==> config.mk <==
export PLATFORM = sky130hd
export DESIGN_NAME = fft_buf_arbiter
export DESIGN_NICKNAME = d
export VERILOG_FILES = /design/src/rtl/fft_buf_pkg.sv /design/src/rtl/fft_rr_arb2.sv /design/src/rtl/fft_buf_arbiter.sv
export SDC_FILE = /design/constraint.sdc
export NUM_CORES = 1
export LEC_CHECK = 0
export CAP_MARGIN = 20
export CORE_AREA = 4 4 97 99
export DETAILED_ROUTE_END_ITERATION = 12
export DIE_AREA = 0 0 101 103
export DONT_BUFFER_PORTS = 1
export GPL_TIMING_DRIVEN = 0
export RECOVER_POWER = 50
export SLEW_MARGIN = 30
export SYNTH_ARGS = -nofsm -noshare
export SYNTH_HDL_FRONTEND = slang
export SYNTH_SLANG_ARGS = --single-unit
==> constraint.sdc <==
create_clock -name clk_i -period 2.55 [get_ports clk_i]
set_input_delay 0.3825 -clock clk_i [delete_from_list [all_inputs] [get_ports clk_i]]
set_output_delay 0.3825 -clock clk_i [all_outputs]
set_load 0.05 [all_outputs]
==> src/rtl/fft_buf_pkg.sv <==
// Shared types for the FFT buffer arbiter: lock states, response codes and the pipeline tag.
package fft_buf_pkg;

  typedef enum logic [1:0] {
    IDLE  = 2'b00,
    FRAME = 2'b01,
    DRAIN = 2'b10
  } lock_state_e;

  typedef enum logic [1:0] {
    RSP_OK     = 2'b00,
    RSP_OOB    = 2'b01,
    RSP_LOCKED = 2'b10
  } rsp_code_e;

  typedef enum logic {
    SRC_HOST = 1'b0,
    SRC_ENG  = 1'b1
  } req_src_e;

  typedef struct packed {
    req_src_e  src;
    logic      we;
    rsp_code_e code;
  } pipe_tag_t;

endpackage

==> src/rtl/fft_rr_arb2.sv <==
// Two-way round-robin arbiter; the pointer remembers the last granted source.
module fft_rr_arb2
  import fft_buf_pkg::*;
(
  input  logic clk_i,
  input  logic reset_i,
  input  logic h_req_i,
  input  logic e_req_i,
  output logic h_gnt_o,
  output logic e_gnt_o
);

  req_src_e last_q, last_d;

  always_comb begin
    h_gnt_o = 1'b0;
    e_gnt_o = 1'b0;
    last_d  = last_q;
    if (!reset_i) begin
      if (h_req_i && e_req_i) begin
        if (last_q == SRC_HOST) e_gnt_o = 1'b1;
        else                    h_gnt_o = 1'b1;
      end else begin
        h_gnt_o = h_req_i;
        e_gnt_o = e_req_i;
      end
      if (e_gnt_o)      last_d = SRC_ENG;
      else if (h_gnt_o) last_d = SRC_HOST;
    end
  end

  always_ff @(posedge clk_i) begin
    if (reset_i) last_q <= SRC_HOST;
    else         last_q <= last_d;
  end

endmodule

==> src/rtl/fft_buf_arbiter.sv <==
// Arbitrates host and FFT engine access to the single-port buffer RAM with bounds
// checking, host lockout during frames, and a sticky/saturating violation monitor.
module fft_buf_arbiter
  import fft_buf_pkg::*;
#(
  parameter int unsigned ADDR_W = 12,
  parameter int unsigned DATA_W = 32,
  parameter int unsigned DEPTH  = 1024,
  parameter int unsigned VCNT_W = 8
) (
  input  logic              clk_i,
  input  logic              reset_i,
  input  logic              h_req_i,
  input  logic              h_we_i,
  input  logic [ADDR_W-1:0] h_addr_i,
  input  logic [DATA_W-1:0] h_wdata_i,
  output logic              h_gnt_o,
  output logic              h_rsp_o,
  output logic [1:0]        h_err_o,
  output logic [DATA_W-1:0] h_rdata_o,
  input  logic              e_req_i,
  input  logic              e_we_i,
  input  logic [ADDR_W-1:0] e_addr_i,
  input  logic [DATA_W-1:0] e_wdata_i,
  output logic              e_gnt_o,
  output logic              e_rsp_o,
  output logic [1:0]        e_err_o,
  output logic [DATA_W-1:0] e_rdata_o,
  input  logic              eng_busy_i,
  output logic              mem_en_o,
  output logic              mem_we_o,
  output logic [ADDR_W-1:0] mem_addr_o,
  output logic [DATA_W-1:0] mem_wdata_o,
  input  logic [DATA_W-1:0] mem_rdata_i,
  output logic              viol_o,
  output logic [VCNT_W-1:0] viol_cnt_o,
  input  logic              viol_clr_i
);

  localparam int unsigned AW1 = ADDR_W + 1;
  localparam int unsigned CW  = VCNT_W + 1;
  localparam logic [AW1-1:0] DEPTH_L = AW1'(DEPTH);

  lock_state_e       lock_q, lock_d;
  logic              drain_q, drain_d;
  logic              ill_evt;
  logic              mem_en_q, mem_en_d, mem_we_q, mem_we_d;
  logic [ADDR_W-1:0] mem_addr_q, mem_addr_d;
  logic [DATA_W-1:0] mem_wdata_q, mem_wdata_d;
  logic              p1_vld_q, p1_vld_d;
  pipe_tag_t         p1_tag_q, p1_tag_d;
  logic              h_rsp_q, h_rsp_d, e_rsp_q, e_rsp_d;
  rsp_code_e         h_err_q, h_err_d, e_err_q, e_err_d;
  logic              h_rd_q, h_rd_d, e_rd_q, e_rd_d;
  logic              viol_q, viol_d;
  logic [VCNT_W-1:0] viol_cnt_q, viol_cnt_d;

  logic              sel_vld, sel_we;
  req_src_e          sel_src;
  logic [ADDR_W-1:0] sel_addr;
  logic [DATA_W-1:0] sel_wdata;
  rsp_code_e         sel_code;
  logic [1:0]        ev_n;
  logic [CW-1:0]     vsum;

  fft_rr_arb2 u_arb (
    .clk_i   (clk_i),
    .reset_i (reset_i),
    .h_req_i (h_req_i),
    .e_req_i (e_req_i),
    .h_gnt_o (h_gnt_o),
    .e_gnt_o (e_gnt_o)
  );

  // Lock FSM: DRAIN holds two cycles so the pipeline empties before host access resumes.
  always_comb begin
    lock_d  = lock_q;
    drain_d = 1'b0;
    ill_evt = 1'b0;
    case (lock_q)
      IDLE:  if (eng_busy_i) lock_d = FRAME;
      FRAME: if (!eng_busy_i) lock_d = DRAIN;
      DRAIN: begin
        if (eng_busy_i)   lock_d = FRAME;
        else if (drain_q) lock_d = IDLE;
        else              drain_d = 1'b1;
      end
      default: begin
        lock_d  = IDLE;
        ill_evt = 1'b1;
      end
    endcase
  end

  // Request select, checks, pipeline advance and violation bookkeeping.
  always_comb begin
    sel_vld   = h_gnt_o | e_gnt_o;
    sel_src   = e_gnt_o ? SRC_ENG : SRC_HOST;
    sel_we    = e_gnt_o ? e_we_i : h_we_i;
    sel_addr  = e_gnt_o ? e_addr_i : h_addr_i;
    sel_wdata = e_gnt_o ? e_wdata_i : h_wdata_i;
    sel_code  = RSP_OK;
    if ({1'b0, sel_addr} >= DEPTH_L)                 sel_code = RSP_OOB;
    else if (sel_src == SRC_HOST && lock_q != IDLE)  sel_code = RSP_LOCKED;

    mem_en_d    = sel_vld && (sel_code == RSP_OK);
    mem_we_d    = mem_en_d && sel_we;
    mem_addr_d  = mem_en_d ? sel_addr : '0;
    mem_wdata_d = mem_we_d ? sel_wdata : '0;

    p1_vld_d      = sel_vld;
    p1_tag_d.src  = sel_src;
    p1_tag_d.we   = sel_we;
    p1_tag_d.code = sel_code;

    h_rsp_d = p1_vld_q && (p1_tag_q.src == SRC_HOST);
    e_rsp_d = p1_vld_q && (p1_tag_q.src == SRC_ENG);
    h_err_d = h_rsp_d ? p1_tag_q.code : RSP_OK;
    e_err_d = e_rsp_d ? p1_tag_q.code : RSP_OK;
    h_rd_d  = h_rsp_d && (p1_tag_q.code == RSP_OK) && !p1_tag_q.we;
    e_rd_d  = e_rsp_d && (p1_tag_q.code == RSP_OK) && !p1_tag_q.we;

    ev_n = {1'b0, p1_vld_q && (p1_tag_q.code != RSP_OK)} + {1'b0, ill_evt};
    vsum = {1'b0, viol_cnt_q} + CW'(ev_n);
    if (viol_clr_i) begin
      viol_d     = (ev_n != 2'd0);
      viol_cnt_d = VCNT_W'(ev_n);
    end else begin
      viol_d     = viol_q | (ev_n != 2'd0);
      viol_cnt_d = vsum[CW-1] ? '1 : vsum[VCNT_W-1:0];
    end
  end

  always_ff @(posedge clk_i) begin
    if (reset_i) begin
      lock_q      <= IDLE;
      drain_q     <= 1'b0;
      mem_en_q    <= 1'b0;
      mem_we_q    <= 1'b0;
      mem_addr_q  <= '0;
      mem_wdata_q <= '0;
      p1_vld_q    <= 1'b0;
      p1_tag_q    <= '0;
      h_rsp_q     <= 1'b0;
      e_rsp_q     <= 1'b0;
      h_err_q     <= RSP_OK;
      e_err_q     <= RSP_OK;
      h_rd_q      <= 1'b0;
      e_rd_q      <= 1'b0;
      viol_q      <= 1'b0;
      viol_cnt_q  <= '0;
    end else begin
      lock_q      <= lock_d;
      drain_q     <= drain_d;
      mem_en_q    <= mem_en_d;
      mem_we_q    <= mem_we_d;
      mem_addr_q  <= mem_addr_d;
      mem_wdata_q <= mem_wdata_d;
      p1_vld_q    <= p1_vld_d;
      p1_tag_q    <= p1_tag_d;
      h_rsp_q     <= h_rsp_d;
      e_rsp_q     <= e_rsp_d;
      h_err_q     <= h_err_d;
      e_err_q     <= e_err_d;
      h_rd_q      <= h_rd_d;
      e_rd_q      <= e_rd_d;
      viol_q      <= viol_d;
      viol_cnt_q  <= viol_cnt_d;
    end
  end

  // RAM read data arrives the cycle after mem_en_o, aligned with the response pulse.
  assign h_rdata_o   = h_rd_q ? mem_rdata_i : '0;
  assign e_rdata_o   = e_rd_q ? mem_rdata_i : '0;
  assign h_rsp_o     = h_rsp_q;
  assign e_rsp_o     = e_rsp_q;
  assign h_err_o     = h_err_q;
  assign e_err_o     = e_err_q;
  assign mem_en_o    = mem_en_q;
  assign mem_we_o    = mem_we_q;
  assign mem_addr_o  = mem_addr_q;
  assign mem_wdata_o = mem_wdata_q;
  assign viol_o      = viol_q;
  assign viol_cnt_o  = viol_cnt_q;

endmodule
==> impl_results.md <==
* Pre-CTS setup slack at -0.0132 ns
* Count of unique library cells instantiated by Yosys at 40
* Compound-Gate Fraction of Synth Area at 14.8%
* Flop and latch count out of synthesis at 72
* DR DRC count at 0
* Worst Hold Depth at 1
* First-pass GRT wire length at 13,000 um
* TNS Setup at 0 ns
* Filler-free cell count of the finished design at 496
* Proportion of synthesized area in mux cells at 0.317%
* Area Overhead vs Synth at 10.9%
* Standard-cell rows at 34
* Synthesized area at 3160 sq um
* Total of buffers placed on input and output ports at 0
* Final worst hold slack at between 0.1 and 0.15 ns
* Leakage at around 1.4 nW
* Finished layout cell area at 3500 sq um
* Outcome: completed
* Count of inserted antenna diode cells at 0
* Clock latency of the later-clocked register in the worst-skew pair at 0.33 ns
* Number of flops mapped to enable cells by yosys at 0
* Total global-route track usage at 16.6%
* Number of maximum-capacitance constraint violations at 0
* Area share of the leading cell type in the synthesized netlist at 45.7%
* Vias in the first global route at 2,448
* Avg Vias per Cell at 5.12
* Pin count of the biggest net entering global routing at 13
* Final number of max-transition violations at 0
* Arrival time at the worst endpoint at 2.62 ns
* Critical Path Sink Type: register
* Final Hold Fails at 0
* Final Cycle Share at 93.6%
* Arithmetic-cell share of the synthesized area counting full adders, half adders and majority gates at 2.22%
* Path depth of the worst reg2reg path at 9
* Critical path buffer and inverter count at 2
* Final weighted congestion of routability-driven global placement at between 0.7 and 0.8
* Number of iterations in the first detailed-routing pass at 4
* Worst stage delay on the critical path at 0.40 ns
* Worst-Margin Slew at roughly 0.67 ns
* Grt ovf at 0
* Layout cells sized above 1 at about an eighth
* Post-Syn Instances at 370
* Main area contributors after synthesis: sky130_fd_sc_hd__dfxtp_1 (46%), sky130_fd_sc_hd__and2_1 (13%), sky130_fd_sc_hd__nand2_1 (8.4%)
* Start-to-end type of the worst setup path: register to register
* Most common cell in the synthesized netlist: sky130_fd_sc_hd__dfxtp_1
* Worst-case setup margin in the final layout at between 0.15 and 0.2 ns
* List of most frequent post-synthesis cells: sky130_fd_sc_hd__dfxtp_1 (72), sky130_fd_sc_hd__nand2_1 (71), sky130_fd_sc_hd__and2_1 (68)
* Placed Instances at around 480
* Number of hold buffers added after cts at 0
* NumNets Final at 516
* Worst supply voltage drop on vdd at 0.000289 V
* Required time at the endpoint of the critical path at 2.79 ns
* Number of sinks on the clock net at 72
* Peak clock frequency supported by timing at 0.419 GHz
* Detailed placement HPWL at 7610 um
* Antenna viol nets, final at 0
* Routed wire length per instance at 18.8 um
* Routed vias at approximately 2.5k
* Share of synthesized registers carrying an async set or reset at 0%
* Clock slew at reported path FFs at 0.08 ns
* Total placed instance area at 3300 sq um
* Maximum fanout count along the critical path at 5
* Cell Chain, Critical Path: o21a_1 -> inv_1 -> ha_1 -> ha_1 -> inv_1 -> fa_2 -> nor3b_4 -> nand4_1 -> a221oi_1
* Main combinational cell family by area after synthesis: simple AND/OR/NAND/NOR gates
* Width of the die at 101 um
* Avg Cell Area, Syn at 8.53 sq um
* Kind of cell with the highest combined delay on the critical path: adder cells
* Core area at 8550 sq um
* Share of synthesized area occupied by flip-flops and latches at 45.7%
* WP depth at 9
* Clock root buffer: sky130_fd_sc_hd__clkbuf_8
* Total CTS buffers at 9
* Starting density of the core at 36.9%
* Total power at 2.47 mW
* Cell type with the highest aggregate area in the netlist: sky130_fd_sc_hd__dfxtp_1
* Die ar. at 10,400 sq um
* Post-Synth Simple-Gate Area at a little under a third
* Die Ht at 103 um
* H-tree depth reported by CTS at 3
* Total routed wirelength at around 9300 um
* RSZ-0062 raised after global routing: false
* Worst-case clock skew at 0.0113 ns
* Flip-flop cell with the highest count after synthesis: sky130_fd_sc_hd__dfxtp_1
* Bufs on Longest Clock Path at 2
* I/O pin count at 255
* Worst min-delay path class: primary input to register
* Parity-gate share of the synthesized area counting xor and xnor cells at less than 1%
* Worst path slowest cell: sky130_fd_sc_hd__dfxtp_1
* Post-Route Utilization at 40.9%
* Iter 0 DRT Violations at 81
* TritonCTS clock tree: built
* Type of origin of the critical path: register
* Warnings from Yosys at 0
* Count of final setup violators at 0
* Antenna violations before repair at 0
* Worst max-slew margin expressed relative to the limit at 55.3%
* Final worst path period need at 2.39 ns
* Power per unit of standard cell area at 707 nW/um^2
==> worst paths after layout <==
| path | startpoint | to | slack, ns |
|---|---|---|---|
| max | p1_tag_q[0] | viol_cnt_o[0] | 0.16 |
| max reg2reg | p1_tag_q[0] | viol_cnt_o[0] | 0.16 |
| min | eng_busy_i | drain_q | 0.11 |
| min reg2reg | p1_tag_q[2] | h_rd_q | 0.42 |
==> registers in the layout, indices dropped and copies added, names as in the netlist, 2 cells and up <==
signal       count
e_err_o          2
h_err_o          2
lock_q           2
mem_addr_o      12
mem_wdata_o     32
p1_tag_q         4
viol_cnt_o       8
==> per-layer routing <==
layer  vias to the layer above  global-route usage (%)  share of wire, %
met2                       162                    28.8                49
li1                       1230                       -                 -
met5                         -                       0                 0
met4                         0                    5.32               1.0
met1                      1142                    18.0                37
met3                         6                    8.05                13
==> logic make-up after synthesis <==
| group | Yosys count |
|---|---|
| and+or+nand+nor | 193 |
| buffers and inverters | 32 |
| xor gates and xnor gates | 3 |
| AOI/OAI and AO/OA | 63 |
| adders and majority gates | 5 |
| DFF | 72 |
| muxes | 1 |
| other | 1 |
==> timing repair <==
item | in CTS | in global routing
endpoints found under the setup margin | 2 | 5
setup buffers | 0 | 1
pin swaps | 1 | 1
gates resized for setup | 0 | 3
==> final cells by class <==
cell class / count / area, sq um
Buffer: 21 / 104
Clock buffer: 12 / 145
Clock inverter: 4 / 76.3
Fill cell: 863 / 5050
Inverter: 11 / 41.3
Multi-Input combinational cell: 267 / 1550
Sequential cell: 72 / 1440
Tap cell: 108 / 135
Timing Repair Buffer: 1 / 7.51
==> power breakdown <==
part / switching, mW / leakage [nW] / internal [mW] / total [mW]
combinational: 0.168 / 0.708 / 0.0548 / 0.223
sequential: 0.0900 / 0.585 / 1.15 / 1.24
clock: 0.426 / 0.107 / 0.583 / 1.01
total: 0.684 / 1.40 / 1.79 / 2.47
==> layout by cell type, fill, tap and decap left out, types with 2 or more instances in the layout <==
cell                        count
sky130_fd_sc_hd__nor3b_1        3
sky130_fd_sc_hd__and2_0         3
sky130_fd_sc_hd__and2_1        65
sky130_fd_sc_hd__o21bai_1       2
sky130_fd_sc_hd__xor2_1         3
sky130_fd_sc_hd__ha_1           4
sky130_fd_sc_hd__a21oi_2       22
sky130_fd_sc_hd__nor4b_1        2
sky130_fd_sc_hd__nand4_1        2
sky130_fd_sc_hd__and3_1         4
sky130_fd_sc_hd__o21ai_0        3
sky130_fd_sc_hd__nand2_1       72
sky130_fd_sc_hd__nand3_1       22
sky130_fd_sc_hd__inv_1         11
sky130_fd_sc_hd__nor3_1         5
sky130_fd_sc_hd__bufinv_16      2
sky130_fd_sc_hd__a211oi_1       2
sky130_fd_sc_hd__conb_1         2
sky130_fd_sc_hd__dfxtp_1       71
sky130_fd_sc_hd__a21oi_1       25
sky130_fd_sc_hd__nor2_1        10
sky130_fd_sc_hd__buf_2          2
sky130_fd_sc_hd__nand2b_1       2
sky130_fd_sc_hd__buf_6          3
sky130_fd_sc_hd__clkbuf_8      10
sky130_fd_sc_hd__clkbuf_1      18
(Power assumes the default switching activity.)
